**src/rtl/axi2ahb_pkg.sv**
```systemverilog
// ----------------------------------------------------------------------------
// axi2ahb_pkg : AHB/AXI encodings and bridge state types
// Rev 1.0
// ----------------------------------------------------------------------------
`default_nettype none

package axi2ahb_pkg;

  localparam logic [1:0] HTRANS_IDLE   = 2'b00;
  localparam logic [1:0] HTRANS_NONSEQ = 2'b10;

  localparam logic [2:0] HSIZE_BYTE    = 3'b000;
  localparam logic [2:0] HSIZE_HALF    = 3'b001;
  localparam logic [2:0] HSIZE_WORD    = 3'b010;

  localparam logic [2:0] HBURST_SINGLE = 3'b000;

  localparam logic [1:0] HRESP_OKAY    = 2'b00;
  localparam logic [1:0] HRESP_ERROR   = 2'b01;

  localparam logic [1:0] AXI_OKAY      = 2'b00;
  localparam logic [1:0] AXI_SLVERR    = 2'b10;
  localparam logic [1:0] AXI_DECERR    = 2'b11;

  typedef enum logic [2:0] {
    ST_IDLE  = 3'd0,
    ST_ADDR  = 3'd1,
    ST_DATA  = 3'd2,
    ST_BRESP = 3'd3,
    ST_RRESP = 3'd4
  } state_e;

  typedef enum logic {
    GRANT_READ  = 1'b0,
    GRANT_WRITE = 1'b1
  } grant_e;

endpackage

`default_nettype wire

```
**src/rtl/axi2ahb_if.sv**
```systemverilog
// ----------------------------------------------------------------------------
// axi2ahb_if : AXI4-Lite and AHB-Lite bus bundles used by the bridge
// Rev 1.0
// ----------------------------------------------------------------------------
`default_nettype none

interface axi2ahb_axi_if #(
  parameter int ADDR_W = 32,
  parameter int DATA_W = 32
);
  logic [ADDR_W-1:0]   awaddr;
  logic                awvalid;
  logic                awready;
  logic [DATA_W-1:0]   wdata;
  logic [DATA_W/8-1:0] wstrb;
  logic                wvalid;
  logic                wready;
  logic [1:0]          bresp;
  logic                bvalid;
  logic                bready;
  logic [ADDR_W-1:0]   araddr;
  logic                arvalid;
  logic                arready;
  logic [DATA_W-1:0]   rdata;
  logic [1:0]          rresp;
  logic                rvalid;
  logic                rready;

  modport master (
    output awaddr, awvalid, wdata, wstrb, wvalid, bready, araddr, arvalid, rready,
    input  awready, wready, bresp, bvalid, arready, rdata, rresp, rvalid
  );

  modport slave (
    input  awaddr, awvalid, wdata, wstrb, wvalid, bready, araddr, arvalid, rready,
    output awready, wready, bresp, bvalid, arready, rdata, rresp, rvalid
  );
endinterface

interface axi2ahb_ahb_if #(
  parameter int ADDR_W = 32,
  parameter int DATA_W = 32
);
  logic              hsel;
  logic [ADDR_W-1:0] haddr;
  logic [1:0]        htrans;
  logic              hwrite;
  logic [2:0]        hsize;
  logic [2:0]        hburst;
  logic [DATA_W-1:0] hwdata;
  logic              hready_in;
  logic              hready_resp;
  logic [1:0]        hresp;
  logic [DATA_W-1:0] hrdata;

  modport master (
    output hsel, haddr, htrans, hwrite, hsize, hburst, hwdata, hready_in,
    input  hready_resp, hresp, hrdata
  );

  modport slave (
    input  hsel, haddr, htrans, hwrite, hsize, hburst, hwdata, hready_in,
    output hready_resp, hresp, hrdata
  );
endinterface

`default_nettype wire

```
**src/rtl/axi2ahb_strb_dec.sv**
```systemverilog
// ----------------------------------------------------------------------------
// axi2ahb_strb_dec : maps a write strobe to AHB hsize and byte address
// Rev 1.0
// ----------------------------------------------------------------------------
`default_nettype none

module axi2ahb_strb_dec
  import axi2ahb_pkg::*;
#(
  parameter int ADDR_W = 32
) (
  input  logic [3:0]        wstrb,
  input  logic [ADDR_W-1:2] addr_hi,
  output logic [ADDR_W-1:0] haddr,
  output logic [2:0]        hsize,
  output logic              illegal
);

  always_comb begin
    haddr   = {addr_hi, 2'b00};
    hsize   = HSIZE_WORD;
    illegal = 1'b0;
    case (wstrb)
      4'b1111: hsize = HSIZE_WORD;
      4'b0011: hsize = HSIZE_HALF;
      4'b1100: begin hsize = HSIZE_HALF; haddr[1:0] = 2'b10; end
      4'b0001: begin hsize = HSIZE_BYTE; haddr[1:0] = 2'b00; end
      4'b0010: begin hsize = HSIZE_BYTE; haddr[1:0] = 2'b01; end
      4'b0100: begin hsize = HSIZE_BYTE; haddr[1:0] = 2'b10; end
      4'b1000: begin hsize = HSIZE_BYTE; haddr[1:0] = 2'b11; end
      // Sparse or empty strobes cannot be expressed as one AHB transfer.
      default: illegal = 1'b1;
    endcase
  end

endmodule

`default_nettype wire

```
**src/rtl/axi2ahb_bridge.sv**
```systemverilog
// ----------------------------------------------------------------------------
// axi2ahb_bridge : AXI4-Lite slave to AHB-Lite master, one NONSEQ per access
// Rev 1.0
// ----------------------------------------------------------------------------
`default_nettype none

module axi2ahb_bridge
  import axi2ahb_pkg::*;
#(
  parameter int ADDR_W    = 32,
  parameter int DATA_W    = 32,
  parameter int MEM_BYTES = 65536
) (
  input  logic          hclk,
  input  logic          hreset,
  axi2ahb_axi_if.slave  axi,
  axi2ahb_ahb_if.master ahb
);

  localparam logic [ADDR_W:0] MEM_LIMIT = (ADDR_W+1)'(MEM_BYTES);

  state_e              state_q,     state_d;
  grant_e              last_grant_q, last_grant_d;
  logic                wr_ready_q,  wr_ready_d;
  logic                rd_ready_q,  rd_ready_d;
  logic                bvalid_q,    bvalid_d;
  logic                rvalid_q,    rvalid_d;
  logic [1:0]          bresp_q,     bresp_d;
  logic [1:0]          rresp_q,     rresp_d;
  logic [DATA_W-1:0]   rdata_q,     rdata_d;
  logic                hsel_q,      hsel_d;
  logic [1:0]          htrans_q,    htrans_d;
  logic                hwrite_q,    hwrite_d;
  logic [ADDR_W-1:0]   haddr_q,     haddr_d;
  logic [2:0]          hsize_q,     hsize_d;
  logic [DATA_W-1:0]   hwdata_q,    hwdata_d;
  logic                err_q,       err_d;

  logic [ADDR_W-1:0]   dec_haddr;
  logic [2:0]          dec_hsize;
  logic                dec_illegal;
  logic                wr_out_of_range;
  logic                rd_out_of_range;
  logic                wr_cand;
  logic                rd_cand;
  logic                data_err;

  axi2ahb_strb_dec #(.ADDR_W(ADDR_W)) u_strb_dec (
    .wstrb   (axi.wstrb),
    .addr_hi (axi.awaddr[ADDR_W-1:2]),
    .haddr   (dec_haddr),
    .hsize   (dec_hsize),
    .illegal (dec_illegal)
  );

  assign wr_out_of_range = ({1'b0, axi.awaddr} >= MEM_LIMIT);
  assign rd_out_of_range = ({1'b0, axi.araddr} >= MEM_LIMIT);
  assign wr_cand         = axi.awvalid & axi.wvalid;
  assign rd_cand         = axi.arvalid;
  assign data_err        = (ahb.hresp == HRESP_ERROR);

  always_comb begin
    state_d      = state_q;
    last_grant_d = last_grant_q;
    wr_ready_d   = 1'b0;
    rd_ready_d   = 1'b0;
    bvalid_d     = bvalid_q;
    rvalid_d     = rvalid_q;
    bresp_d      = bresp_q;
    rresp_d      = rresp_q;
    rdata_d      = rdata_q;
    hsel_d       = hsel_q;
    htrans_d     = htrans_q;
    hwrite_d     = hwrite_q;
    haddr_d      = haddr_q;
    hsize_d      = hsize_q;
    hwdata_d     = hwdata_q;
    err_d        = err_q;

    case (state_q)
      ST_IDLE: begin
        err_d = 1'b0;
        // Ready was raised last cycle and valid is held, so this cycle is the handshake.
        if (wr_ready_q) begin
          hwrite_d = 1'b1;
          haddr_d  = dec_haddr;
          hsize_d  = dec_hsize;
          hwdata_d = axi.wdata;
          if (dec_illegal) begin
            bresp_d  = AXI_SLVERR;
            bvalid_d = 1'b1;
            state_d  = ST_BRESP;
          end else if (wr_out_of_range) begin
            bresp_d  = AXI_DECERR;
            bvalid_d = 1'b1;
            state_d  = ST_BRESP;
          end else begin
            hsel_d   = 1'b1;
            htrans_d = HTRANS_NONSEQ;
            state_d  = ST_ADDR;
          end
        end else if (rd_ready_q) begin
          hwrite_d = 1'b0;
          haddr_d  = {axi.araddr[ADDR_W-1:2], 2'b00};
          hsize_d  = HSIZE_WORD;
          if (rd_out_of_range) begin
            rresp_d  = AXI_DECERR;
            rvalid_d = 1'b1;
            state_d  = ST_RRESP;
          end else begin
            hsel_d   = 1'b1;
            htrans_d = HTRANS_NONSEQ;
            state_d  = ST_ADDR;
          end
        end else if (wr_cand && (!rd_cand || last_grant_q == GRANT_READ)) begin
          wr_ready_d   = 1'b1;
          last_grant_d = GRANT_WRITE;
        end else if (rd_cand) begin
          rd_ready_d   = 1'b1;
          last_grant_d = GRANT_READ;
        end
      end

      ST_ADDR: begin
        if (ahb.hready_resp) begin
          hsel_d   = 1'b0;
          htrans_d = HTRANS_IDLE;
          state_d  = ST_DATA;
        end
      end

      ST_DATA: begin
        if (data_err) begin
          err_d = 1'b1;
        end
        if (ahb.hready_resp) begin
          if (hwrite_q) begin
            bresp_d  = (err_q || data_err) ? AXI_SLVERR : AXI_OKAY;
            bvalid_d = 1'b1;
            state_d  = ST_BRESP;
          end else begin
            rdata_d  = ahb.hrdata;
            rresp_d  = (err_q || data_err) ? AXI_SLVERR : AXI_OKAY;
            rvalid_d = 1'b1;
            state_d  = ST_RRESP;
          end
        end
      end

      ST_BRESP: begin
        if (axi.bready) begin
          bvalid_d = 1'b0;
          err_d    = 1'b0;
          state_d  = ST_IDLE;
        end
      end

      ST_RRESP: begin
        if (axi.rready) begin
          rvalid_d = 1'b0;
          err_d    = 1'b0;
          state_d  = ST_IDLE;
        end
      end

      default: state_d = ST_IDLE;
    endcase
  end

  always_ff @(posedge hclk or posedge hreset) begin
    if (hreset) begin
      state_q      <= ST_IDLE;
      last_grant_q <= GRANT_READ;
      wr_ready_q   <= 1'b0;
      rd_ready_q   <= 1'b0;
      bvalid_q     <= 1'b0;
      rvalid_q     <= 1'b0;
      bresp_q      <= 2'b00;
      rresp_q      <= 2'b00;
      rdata_q      <= '0;
      hsel_q       <= 1'b0;
      htrans_q     <= HTRANS_IDLE;
      hwrite_q     <= 1'b0;
      haddr_q      <= '0;
      hsize_q      <= 3'b000;
      hwdata_q     <= '0;
      err_q        <= 1'b0;
    end else begin
      state_q      <= state_d;
      last_grant_q <= last_grant_d;
      wr_ready_q   <= wr_ready_d;
      rd_ready_q   <= rd_ready_d;
      bvalid_q     <= bvalid_d;
      rvalid_q     <= rvalid_d;
      bresp_q      <= bresp_d;
      rresp_q      <= rresp_d;
      rdata_q      <= rdata_d;
      hsel_q       <= hsel_d;
      htrans_q     <= htrans_d;
      hwrite_q     <= hwrite_d;
      haddr_q      <= haddr_d;
      hsize_q      <= hsize_d;
      hwdata_q     <= hwdata_d;
      err_q        <= err_d;
    end
  end

  assign axi.awready   = wr_ready_q;
  assign axi.wready    = wr_ready_q;
  assign axi.arready   = rd_ready_q;
  assign axi.bvalid    = bvalid_q;
  assign axi.bresp     = bresp_q;
  assign axi.rvalid    = rvalid_q;
  assign axi.rresp     = rresp_q;
  assign axi.rdata     = rdata_q;

  assign ahb.hsel      = hsel_q;
  assign ahb.haddr     = haddr_q;
  assign ahb.htrans    = htrans_q;
  assign ahb.hwrite    = hwrite_q;
  assign ahb.hsize     = hsize_q;
  assign ahb.hburst    = HBURST_SINGLE;
  assign ahb.hwdata    = hwdata_q;
  assign ahb.hready_in = ahb.hready_resp;

endmodule

`default_nettype wire

```
**src/flat_wrapper.sv**
```systemverilog
// flat-port wrapper written by rule: the top's interface ports become plain ports
module axi2ahb_bridge_flat import axi2ahb_pkg::*;
#(
  parameter int ADDR_W    = 32,
  parameter int DATA_W    = 32,
  parameter int MEM_BYTES = 65536
)
  (hclk, hreset, axi_awaddr, axi_awvalid, axi_wdata, axi_wstrb, axi_wvalid, axi_bready, axi_araddr, axi_arvalid, axi_rready, axi_awready, axi_wready, axi_bresp, axi_bvalid, axi_arready, axi_rdata, axi_rresp, axi_rvalid, ahb_hsel, ahb_haddr, ahb_htrans, ahb_hwrite, ahb_hsize, ahb_hburst, ahb_hwdata, ahb_hready_in, ahb_hready_resp, ahb_hresp, ahb_hrdata);
  axi2ahb_axi_if #(.ADDR_W(ADDR_W), .DATA_W(DATA_W)) axi_i ();
  axi2ahb_ahb_if #(.ADDR_W(ADDR_W), .DATA_W(DATA_W)) ahb_i ();
  input  logic hclk;
  input  logic hreset;
  input wire logic [$bits(axi_i.awaddr)-1:0] axi_awaddr;
  input wire logic [$bits(axi_i.awvalid)-1:0] axi_awvalid;
  input wire logic [$bits(axi_i.wdata)-1:0] axi_wdata;
  input wire logic [$bits(axi_i.wstrb)-1:0] axi_wstrb;
  input wire logic [$bits(axi_i.wvalid)-1:0] axi_wvalid;
  input wire logic [$bits(axi_i.bready)-1:0] axi_bready;
  input wire logic [$bits(axi_i.araddr)-1:0] axi_araddr;
  input wire logic [$bits(axi_i.arvalid)-1:0] axi_arvalid;
  input wire logic [$bits(axi_i.rready)-1:0] axi_rready;
  output wire logic [$bits(axi_i.awready)-1:0] axi_awready;
  output wire logic [$bits(axi_i.wready)-1:0] axi_wready;
  output wire logic [$bits(axi_i.bresp)-1:0] axi_bresp;
  output wire logic [$bits(axi_i.bvalid)-1:0] axi_bvalid;
  output wire logic [$bits(axi_i.arready)-1:0] axi_arready;
  output wire logic [$bits(axi_i.rdata)-1:0] axi_rdata;
  output wire logic [$bits(axi_i.rresp)-1:0] axi_rresp;
  output wire logic [$bits(axi_i.rvalid)-1:0] axi_rvalid;
  output wire logic [$bits(ahb_i.hsel)-1:0] ahb_hsel;
  output wire logic [$bits(ahb_i.haddr)-1:0] ahb_haddr;
  output wire logic [$bits(ahb_i.htrans)-1:0] ahb_htrans;
  output wire logic [$bits(ahb_i.hwrite)-1:0] ahb_hwrite;
  output wire logic [$bits(ahb_i.hsize)-1:0] ahb_hsize;
  output wire logic [$bits(ahb_i.hburst)-1:0] ahb_hburst;
  output wire logic [$bits(ahb_i.hwdata)-1:0] ahb_hwdata;
  output wire logic [$bits(ahb_i.hready_in)-1:0] ahb_hready_in;
  input wire logic [$bits(ahb_i.hready_resp)-1:0] ahb_hready_resp;
  input wire logic [$bits(ahb_i.hresp)-1:0] ahb_hresp;
  input wire logic [$bits(ahb_i.hrdata)-1:0] ahb_hrdata;
  assign axi_i.awaddr = axi_awaddr;
  assign axi_i.awvalid = axi_awvalid;
  assign axi_i.wdata = axi_wdata;
  assign axi_i.wstrb = axi_wstrb;
  assign axi_i.wvalid = axi_wvalid;
  assign axi_i.bready = axi_bready;
  assign axi_i.araddr = axi_araddr;
  assign axi_i.arvalid = axi_arvalid;
  assign axi_i.rready = axi_rready;
  assign axi_awready = axi_i.awready;
  assign axi_wready = axi_i.wready;
  assign axi_bresp = axi_i.bresp;
  assign axi_bvalid = axi_i.bvalid;
  assign axi_arready = axi_i.arready;
  assign axi_rdata = axi_i.rdata;
  assign axi_rresp = axi_i.rresp;
  assign axi_rvalid = axi_i.rvalid;
  assign ahb_hsel = ahb_i.hsel;
  assign ahb_haddr = ahb_i.haddr;
  assign ahb_htrans = ahb_i.htrans;
  assign ahb_hwrite = ahb_i.hwrite;
  assign ahb_hsize = ahb_i.hsize;
  assign ahb_hburst = ahb_i.hburst;
  assign ahb_hwdata = ahb_i.hwdata;
  assign ahb_hready_in = ahb_i.hready_in;
  assign ahb_i.hready_resp = ahb_hready_resp;
  assign ahb_i.hresp = ahb_hresp;
  assign ahb_i.hrdata = ahb_hrdata;
  axi2ahb_bridge #(.ADDR_W(ADDR_W), .DATA_W(DATA_W), .MEM_BYTES(MEM_BYTES)) u_core (.hclk(hclk), .hreset(hreset), .axi(axi_i), .ahb(ahb_i));
endmodule
```
**config.mk**
```make
export PLATFORM = sky130hd
export DESIGN_NAME = axi2ahb_bridge_flat
export DESIGN_NICKNAME = d
export VERILOG_FILES = /design/src/rtl/axi2ahb_pkg.sv /design/src/rtl/axi2ahb_if.sv /design/src/rtl/axi2ahb_strb_dec.sv /design/src/rtl/axi2ahb_bridge.sv /design/src/flat_wrapper.sv
export SDC_FILE = /design/constraint.sdc
export NUM_CORES = 1
export LEC_CHECK = 0
export CAP_MARGIN = 10
export CELL_PAD_IN_SITES_DETAIL_PLACEMENT = 0
export CELL_PAD_IN_SITES_GLOBAL_PLACEMENT = 2
export CORE_ASPECT_RATIO = 1.1
export CORE_UTILIZATION = 21
export CTS_CLUSTER_DIAMETER = 50
export DETAILED_ROUTE_END_ITERATION = 8
export HOLD_SLACK_MARGIN = 0.12
export MAX_ROUTING_LAYER = met4
export PLACE_DENSITY_LB_ADDON = 0.08
export REMOVE_ABC_BUFFERS = 1
export SLEW_MARGIN = 20
export SYNTH_ARGS = -nofsm -noshare
export SYNTH_HDL_FRONTEND = slang
export SYNTH_SLANG_ARGS = --single-unit
```
**constraint.sdc**
```tcl
create_clock -name hclk -period 3.5 [get_ports hclk]
set_input_delay 0.7 -clock hclk [delete_from_list [all_inputs] [get_ports hclk]]
set_output_delay 0.7 -clock hclk [all_outputs]
set_load 0.005 [all_outputs]
```
; ---- Yosys cells after proc, flatten, opt, wreduce, memory -nomap -nowiden
; Cells that the tools add are included.
[word_totals]
ramBits = 0
in_bits = 142
output_inout_bits = 116
register_bits = 116
latchBits = 0
rom_bits = 0
word_cells = 151
memories = 0
[classes]
order_cmp = 2
n_eq_ne = 28
n_addsub = 0
n_mux = 73
n_shift = 0
div = 0
multipliers = 0
bitwise_logic = 5
reduce_logical = 27
[ops]
columns = op, count
row1 = $ge A32 B17 Y1 const B, 2
row2 = $mux W32, 2
row3 = $mux W2, 18
row4 = $mux W3, 11
row5 = $mux W1, 32
row6 = $reduce_and A6 Y1, 3
row7 = $pmux W2 S2, 4
row8 = $pmux W3 S5, 1
row9 = $eq A4 B4 Y1 const B, 3
row10 = $ne A2 B2 Y1 const B, 6
row11 = $ne A2 B1 Y1 const B, 5
row12 = $reduce_and A5 Y1, 2
row13 = $eq A4 B2 Y1 const B, 2
row14 = $reduce_and A4 Y1, 2
row15 = $reduce_bool A2 Y1, 4
row16 = $reduce_and A7 Y1, 1
row17 = $reduce_or A7 Y1, 1
row18 = $eq A3 B2 Y1 const B, 2
row19 = $ne A3 B2 Y1 const B, 2
row20 = $ne A3 B3 Y1 const B, 2
row21 = $pmux W1 S3, 2
row22 = $pmux W2 S3, 1
row23 = $reduce_bool A3 Y1, 2
row24 = $eq A4 B1 Y1 const B, 1
row25 = other kinds (18), 24

; ---- Logic depth before layout (Yosys ltp)
; Gate-level depths: netlist of run 1.
[logic_depth]
ltp_word = 7
depth_mapped = 7
depth_no_buf = 5

; ---- Modules after synthesis
; From an unflattened synthesis of run 1, not the netlist that was laid out.
[unflattened]
cells_unflattened = 443
hier_area_um2 = 5267.6
[by_module_without_submodules]
columns = module, instances, area_per_inst_um2, cells_each, seq_area_each_um2
row1 = axi2ahb_bridge, 1, 4947.2, 399, 2852.7
row2 = axi2ahb_strb_dec, 1, 320.3, 44, 0.0

; ---- Worst setup path before layout of run 1
; Ideal clock, no wire load.
[synth_path]
kind = input to register
startpoint = input axi_awaddr[18]
endpoint = register u_core.htrans_q[1] (netlist: u_core.ahb.htrans[1])
setup_slack_ps = 1652
required_time_ps = 3372
arrival_ps = 1720
stages = 5
n_path_buf = 0
setup_ps = 128
path_cell_list = nor4_1 > nand4_1 > a31oi_1 > o2111ai_1 > mux2_1
[synth_via]
elab_chain_cells = 3
[synth_rtl]
columns = item, line_no
row1 = start: declaration, flat_wrapper.sv:13  ; input wire logic [$bits(axi_i.awaddr)-1:0] axi_awaddr;
row2 = $ge A32 B17 Y1, axi2ahb_bridge.sv:56  ; assign wr_out_of_range = ({1'b0, axi.awaddr} >= MEM_LIMIT);
row3 = $ne A3 B3 Y1 (no source line), n/a
row4 = $reduce_and A6 Y1 (no source line), n/a
row5 = end signal: assignment, axi2ahb_bridge.sv:199  ; htrans_q <= htrans_d;
row6 = end: declaration, axi2ahb_bridge.sv:32  ; logic [1:0] htrans_q, htrans_d;
; No other way between the ends.
; A chain may end at the register's enable or synchronous reset.

; ---- Worst setup path in the final report of run 1
[layout_path]
startpoint = input ahb_hready_resp
endpoint = output ahb_hready_in
[layout_lines]
columns = item, line_no
row1 = start: declaration, flat_wrapper.sv:38  ; input wire logic [$bits(ahb_i.hready_resp)-1:0] ahb_hready_resp;
row2 = end: declaration, flat_wrapper.sv:37  ; output wire logic [$bits(ahb_i.hready_in)-1:0] ahb_hready_in;
; No word-level cell between the ends.

==> results_dict.tcl, run 1 <==
set metrics [dict create \
    root_buffer "clkbuf_16" \
    min_path_cells 2 \
    wl_um 15400 \
    multiInputGateArea_um2 1960 \
    avgViaCountPerCell 4.06 \
    whs_ns 0.475 \
    rsz0062_at_grt "false" \
    clkPwrFrac 0.264 \
    tightest_slew_ns 0.694 \
    clk_latency_ns 0.41 \
    synthCells 477 \
    setup_ws_ns 0.883 \
    setup_viol 0 \
    ys_ff_latch 113 \
    dpl.hpwl_um 11100 \
    grt_pass1_wl_um 24000 \
    diodes 0 \
    drt_first_pass_iters 4 \
    ys.warnings.count 0 \
    syn_area_um2 5000 \
    crit_buf_inv 2 \
    path_delay_family "buffers and inverters" \
    reg2reg_from "u_core.state_q[1]" \
    grt-ovfl-total 0 \
    fp-row-count 58 \
    max-cap-violations 0 \
    cp_max_fo 7 \
    holdBufCountCts 0 \
    core_um2 23100 \
    clock.fmax_mhz 382 \
    hold_class "flip-flop to flip-flop" \
    grt_util_all_layers 0.133 \
    path_common_cell "clkdlybuf4s50_1" \
    cp_cell_sequence "clkdlybuf4s50_1 > clkdlybuf4s50_1" \
    pre_cts_slack_ns 0.826 \
    slew_viol_final 0 \
    cp.required_ns 2.80 \
    drive_gt1_frac 0.0720 \
    reg2reg_to "u_core.ahb.htrans[1]" \
    drtIter0Drc 116 \
    wl_per_cell_um 14.9 \
    outcome "completed" \
    grt_max_degree 65 \
    start_util 0.216 \
    hold_viol_final 0 \
    rr_worst_depth 5 \
    worst-endpoint-arrival_ns 1.92 \
    syn_area_per_cell_um2 10.5 \
    dpl_cell_area_um2 7760 \
    min-delay-start "u_core.ahb.hwdata[6]" \
    finClkSkew_ns 0.00896 \
    finalCriticalPeriod_ns 2.62 \
    pwr_density_cell_nw_per_um2 840 \
    cts.sinks 113 \
    vias 4204 \
    max_stage_delay_ns 0.64 \
    clockBufferDepth 2 \
    drc 0 \
    reg2reg_slack_ns 1.22 \
    slew_headroom 0.537 \
    fin_area_um2 8390 \
    ys_types 48 \
    cts_tree "built" \
    area.growth.synth_to_final_pct 67.9 \
    switching_power_uw 2230 \
    cts_inserted_buffers 17 \
    gp_congestion 0.759 \
    p_int_uw 4820 \
    seq_area_um2 2830 \
    io_buffers 248 \
    fin_crit_sh 0.748 \
    leakage_uw 0.00360 \
    antenna_left 0 \
    cts_resized 0 \
    vdd_drop_max_v 0.000318 \
    num_io_pins 258 \
    end_kind "output pin" \
    die_w_um 149 \
    ys_seq_area_frac 0.566 \
    fillCellCount 2318 \
    hold_end "u_core.ahb.hwdata[6]" \
    fin_util 0.364 \
    path_class "input pin to output pin" \
    postCtsSetupBuffers 0 \
    htreeDepth 4 \
    seq_power_share 0.335 \
    start_kind "input pin" \
    antenna_found_initial 0 \
    crit_path_top_delay_cell "clkdlybuf4s50_1" \
    grt_pass1_vias 4349 \
    die_h_um 164 \
    clk_pin_slew_worst_paths_ns 0.06 \
    power_frac_comb 0.401 \
    swShare 0.316 \
    dieArea_um2 24400 \
    nets 865 \
]
-- synthesized netlist by cell type (all sizes together) --
cell type | instances | area share
a311oi | 1 | 0.0030
o21bai | 1 | 0.0015
nand3 | 2 | 0.0020
a21oi | 7 | 0.0078
nor4 | 8 | 0.010
a22o | 1 | 0.0018
or3 | 1 | 0.0023
o31ai | 2 | 0.0030
and2 | 1 | 0.0013
and2b | 1 | 0.0015
o2111ai | 1 | 0.0018
xnor2 | 1 | 0.0018
and3 | 1 | 0.0013
nor2b | 1 | 0.0013
clkbuf | 6 | 0.0045
o21a | 1 | 0.0015
nor2 | 11 | 0.0083
nand2 | 146 | 0.11
o41ai | 1 | 0.0033
a32oi | 1 | 0.0018
a311o | 1 | 0.0020
o22ai | 1 | 0.0025
dfrtp | 113 | 0.57
or2 | 1 | 0.0013
conb | 1 | 0.00075
nand2b | 4 | 0.0050
a31oi | 2 | 0.0025
nand4 | 3 | 0.0038
a211oi | 1 | 0.0025
a21o | 1 | 0.0015
inv | 7 | 0.0053
nand4b | 1 | 0.0018
mux2i | 33 | 0.066
mux2 | 35 | 0.079
o32ai | 1 | 0.0018
buf | 28 | 0.036
a221o | 1 | 0.0020
o21ai | 43 | 0.044
o22a | 2 | 0.0035
nor3 | 3 | 0.0040
-- power by group through the flow --
| stage | Sequential [uW] | Clock, uW | Combinational, uW |
|---|---|---|---|
| floorplan | 2400 | 0 | 1040 |
| global placement | 2350 | 0 | 2890 |
| detailed placement | 2380 | 0 | 2890 |
| CTS | 2370 | 1930 | 2900 |
| global route | 2460 | 1990 | 3150 |
| finish | 2360 | 1860 | 2820 |
-- sequential cells by signal (all words and copies together), names as in the netlist --
register,cells
u_core.ahb.haddr,32
u_core.ahb.hwdata,32
u_core.axi.rdata,32
u_core.state_q,3
u_core.ahb.hsize,2
u_core.axi.bresp,2
u_core.axi.rresp,2
u_core.ahb.htrans,1
u_core.ahb.hwrite,1
u_core.axi.arready,1
u_core.axi.awready,1
u_core.axi.bvalid,1
u_core.axi.rvalid,1
u_core.err_q,1
u_core.last_grant_q,1
-- cell type report --
type                            count  share of cell area
Clock buffer                       17              0.0507
Clock inverter                     15              0.0246
Inverter                            7             0.00343
Multi-Input combinational cell    327               0.234
Sequential cell                   113               0.337
Tap cell                          300              0.0447
Timing Repair Buffer              257               0.305
-- per-layer routing --
layer	vias up	wire (um)	global-route usage
met5	-	0	-
met4	0	124	0.0376
met3	7	1120	0.0425
met2	159	7080	0.201
met1	1937	7080	0.171
li1	2101	-	-
-- placed cells by master (no fill, tap or decap), types with 3 or more instances in the layout --
cell	count
nor2_1	11
a21oi_1	6
mux2i_1	33
bufinv_16	4
conb_1	5
clkinv_4	4
nor4_1	8
nand2b_1	4
mux2_1	34
buf_4	8
o21ai_0	38
clkdlybuf4s50_1	248
inv_6	3
dfrtp_1	112
inv_1	5
nand4_1	3
clkbuf_16	17
nand2_1	146
o21ai_1	4
-- stage by stage --
stage / setup TNS, ns / cells / total power [uW]
finish: 0 / 1036 / 7050
global route: 0 / 1036 / 7600
CTS: 0 / 1036 / 7200
detailed placement: 0 / 1004 / 5270
global placement: 0 / 1004 / 5240
floorplan: -21.17 / 447 / 3440
-- kinds of logic after synthesis --
logic type,after synthesis,synth area share
AO/OA/AOI/OAI,69,0.0874
flip-flops,113,0.566
AND/OR/NAND/NOR,184,0.153
multiplexers,68,0.145
XOR/XNOR,1,0.00175
other,1,0.000751
buffers and inverters,41,0.0458
-- how the worst max path moves through the flow --
stage / from / end / slack [ns] / depth (start not counted)
4_1_cts: ahb_hready_resp / ahb_hready_in / 0.86 / 2
5_1_grt: ahb_hready_resp / ahb_hready_in / 0.85 / 2
3_5_place_dp: axi_awaddr[18] / u_core.ahb.htrans[1] / 0.83 / 6
3_3_place_gp: axi_awaddr[18] / u_core.ahb.htrans[1] / 0.82 / 6
6_report: ahb_hready_resp / ahb_hready_in / 0.88 / 2
2_1_floorplan: hreset / u_core.ahb.haddr[0] / -0.19 / 1
Note: power is estimated with default switching activity, not from simulation.
==> run 2, diff against run 1 <==
--- a/config.mk
+++ b/config.mk
@@ -9,7 +9,7 @@
 export CELL_PAD_IN_SITES_DETAIL_PLACEMENT = 0
 export CELL_PAD_IN_SITES_GLOBAL_PLACEMENT = 2
 export CORE_ASPECT_RATIO = 1.1
-export CORE_UTILIZATION = 21
+export CORE_UTILIZATION = 23
 export CTS_CLUSTER_DIAMETER = 50
 export DETAILED_ROUTE_END_ITERATION = 8
 export HOLD_SLACK_MARGIN = 0.12
==> constraint.sdc (replaced) <==
create_clock -name hclk -period 2.7 [get_ports hclk]
set_input_delay 0.54 -clock hclk [delete_from_list [all_inputs] [get_ports hclk]]
set_output_delay 0.54 -clock hclk [all_outputs]
set_load 0.005 [all_outputs]
==> run 2 against run 1 <==
  * Sequential power up 28%
  * Die area down 8.6%
  * First-iteration DRC count up 41%
  * Global-route usage up 2.0 points
  * Clock skew down 0.0017 ns
  * Cell area up 0.76%
  * Clock power up 32%
  * Routed wire length up 3.6%
  * Non-clock buffer count up 2
  * Flip-flop and latch count unchanged
  * Final cell count down 0.87%
==> results_dict.tcl, run 2 (same netlist as run 1, synthesis figures left out) <==
set metrics [dict create \
    nets 867 \
    max_stage_delay_ns 0.55 \
    drc 0 \
    start_util 0.235 \
    worst-endpoint-arrival_ns 2.59 \
    fillCellCount 2159 \
    avgViaCountPerCell 4.19 \
    crit_buf_inv 1 \
    setup_viol 0 \
    dpl.hpwl_um 11700 \
    hold_class "flip-flop to flip-flop" \
    tightest_slew_ns 0.592 \
    antenna_found_initial 0 \
    path_class "input pin to flip-flop" \
    start_kind "input pin" \
    grt_util_all_layers 0.153 \
    setup_ws_ns 0.395 \
    cts_inserted_buffers 17 \
    fin_area_um2 8450 \
    antenna_left 0 \
    holdBufCountCts 0 \
    wl_per_cell_um 15.5 \
    slew_headroom 0.606 \
    crit_path_top_delay_cell "nor4_1" \
    cts_resized 0 \
    clk_latency_ns 0.41 \
    die_w_um 143 \
    final_cell_mix "248 x clkdlybuf4s50_1, 146 x nand2_1, 112 x dfrtp_1" \
    final_common_cell "clkdlybuf4s50_1" \
    die_h_um 157 \
    pre_cts_slack_ns 0.0319 \
    end_kind "flip-flop" \
    fin_crit_sh 0.854 \
    grt-ovfl-total 0 \
    grt_pass1_wl_um 24900 \
    area.growth.synth_to_final_pct 69.2 \
    io_buffers 248 \
    outcome "completed" \
    htreeDepth 4 \
    cp_max_fo 2 \
    postCtsSetupBuffers 0 \
    root_buffer "clkbuf_16" \
    diodes 0 \
    dpl_cell_area_um2 7780 \
    path_delay_family "simple AND/OR/NAND/NOR gates" \
    leakage_uw 0.00365 \
    cp.required_ns 2.99 \
    clock.fmax_mhz 434 \
    dieArea_um2 22300 \
    wl_um 16000 \
    clk_pin_slew_worst_paths_ns 0.06 \
    cp_cell_sequence "clkdlybuf4s50_1 > nor4_1 > nand4_1 > a31oi_1 > o2111ai_1 > mux2_1" \
    grt_pass1_vias 4413 \
    pwr_density_cell_nw_per_um2 1100 \
    drtIter0Drc 164 \
    cts_tree "built" \
    clockBufferDepth 2 \
    fp-row-count 56 \
    vdd_drop_max_v 0.000421 \
    drt_first_pass_iters 4 \
    finalCriticalPeriod_ns 2.31 \
    num_io_pins 258 \
    gp_congestion 0.738 \
    drive_gt1_frac 0.0719 \
    slew_viol_final 0 \
    grt_max_degree 45 \
    core_um2 21300 \
    rsz0062_at_grt "false" \
    vias 4307 \
    cts.sinks 113 \
    max-cap-violations 0 \
    hold_viol_final 0 \
    finClkSkew_ns 0.00721 \
]
-- run 2: cell types whose count changed in the layout (fill, tap and decap cells not counted), sizes merged --
| cell | change |
|---|---|
| clkinv | -3 |
| clkinvlp | -1 |
| inv | -3 |
| buf | +2 |
| clkbuf | +6 |
-- run 2: path summary, 6_finish.rpt --
check / startpoint / cells past startpoint / to / slack [ns]
min in group asynchronous: hreset / 2 / u_core.ahb.hwdata[27] / 0.54
worst min register to register: u_core.ahb.hwdata[19] / 2 / u_core.ahb.hwdata[19] / 0.47
worst max-delay path: axi_awaddr[30] / 6 / u_core.ahb.htrans[1] / 0.39
worst min-delay path: u_core.ahb.hwdata[19] / 2 / u_core.ahb.hwdata[19] / 0.47
max in group asynchronous: hreset / 3 / u_core.ahb.haddr[22] / 1.51
worst max register to register: u_core.state_q[0] / 6 / u_core.ahb.haddr[14] / 0.59
-- run 2: tightest hold or removal path, delay by kind of cell, from the launching register on --
family,cells,cell delay [ns]
DFF,1,0.34
and+or+nand+nor,2,0.10
-- run 2: power breakdown --
| group | switching, uW | internal [uW] |
|---|---|---|
| Clock | 797 | 1660 |
| Sequential | 515 | 2520 |
| Combinational | 1550 | 2240 |
| Total | 2860 | 6420 |
-- run 2: cell type report --
type	instances	area [um2]	share of cell area
flip-flops and latches	113	2830	0.335
clock inverters	8	150	0.0178
inverters	7	28.8	0.00340
multi-input cells	327	1960	0.232
well taps	290	363	0.0429
clock buffers	23	498	0.0589
repair buffers	259	2620	0.310
-- run 2: routing by layer --
metal,global-route usage,wire length [um],vias up
li1,-,-,2107
met1,0.186,7050,2003
met2,0.235,7390,179
met3,0.0514,1280,18
met4,0.0594,235,0
met5,-,0,-
-- run 2: metrics by stage --
stage	setup TNS, ns	utilization	power [uW]	hold slack (ns)	instances
floorplan	-94.89	-	4460	0.455	447
global placement	0	0.365	6800	0.458	995
detailed placement	0	0.365	6850	0.463	995
CTS	0	0.396	9390	0.479	1026
global route	0	0.397	9960	0.502	1027
finish	0	0.397	9280	0.473	1027
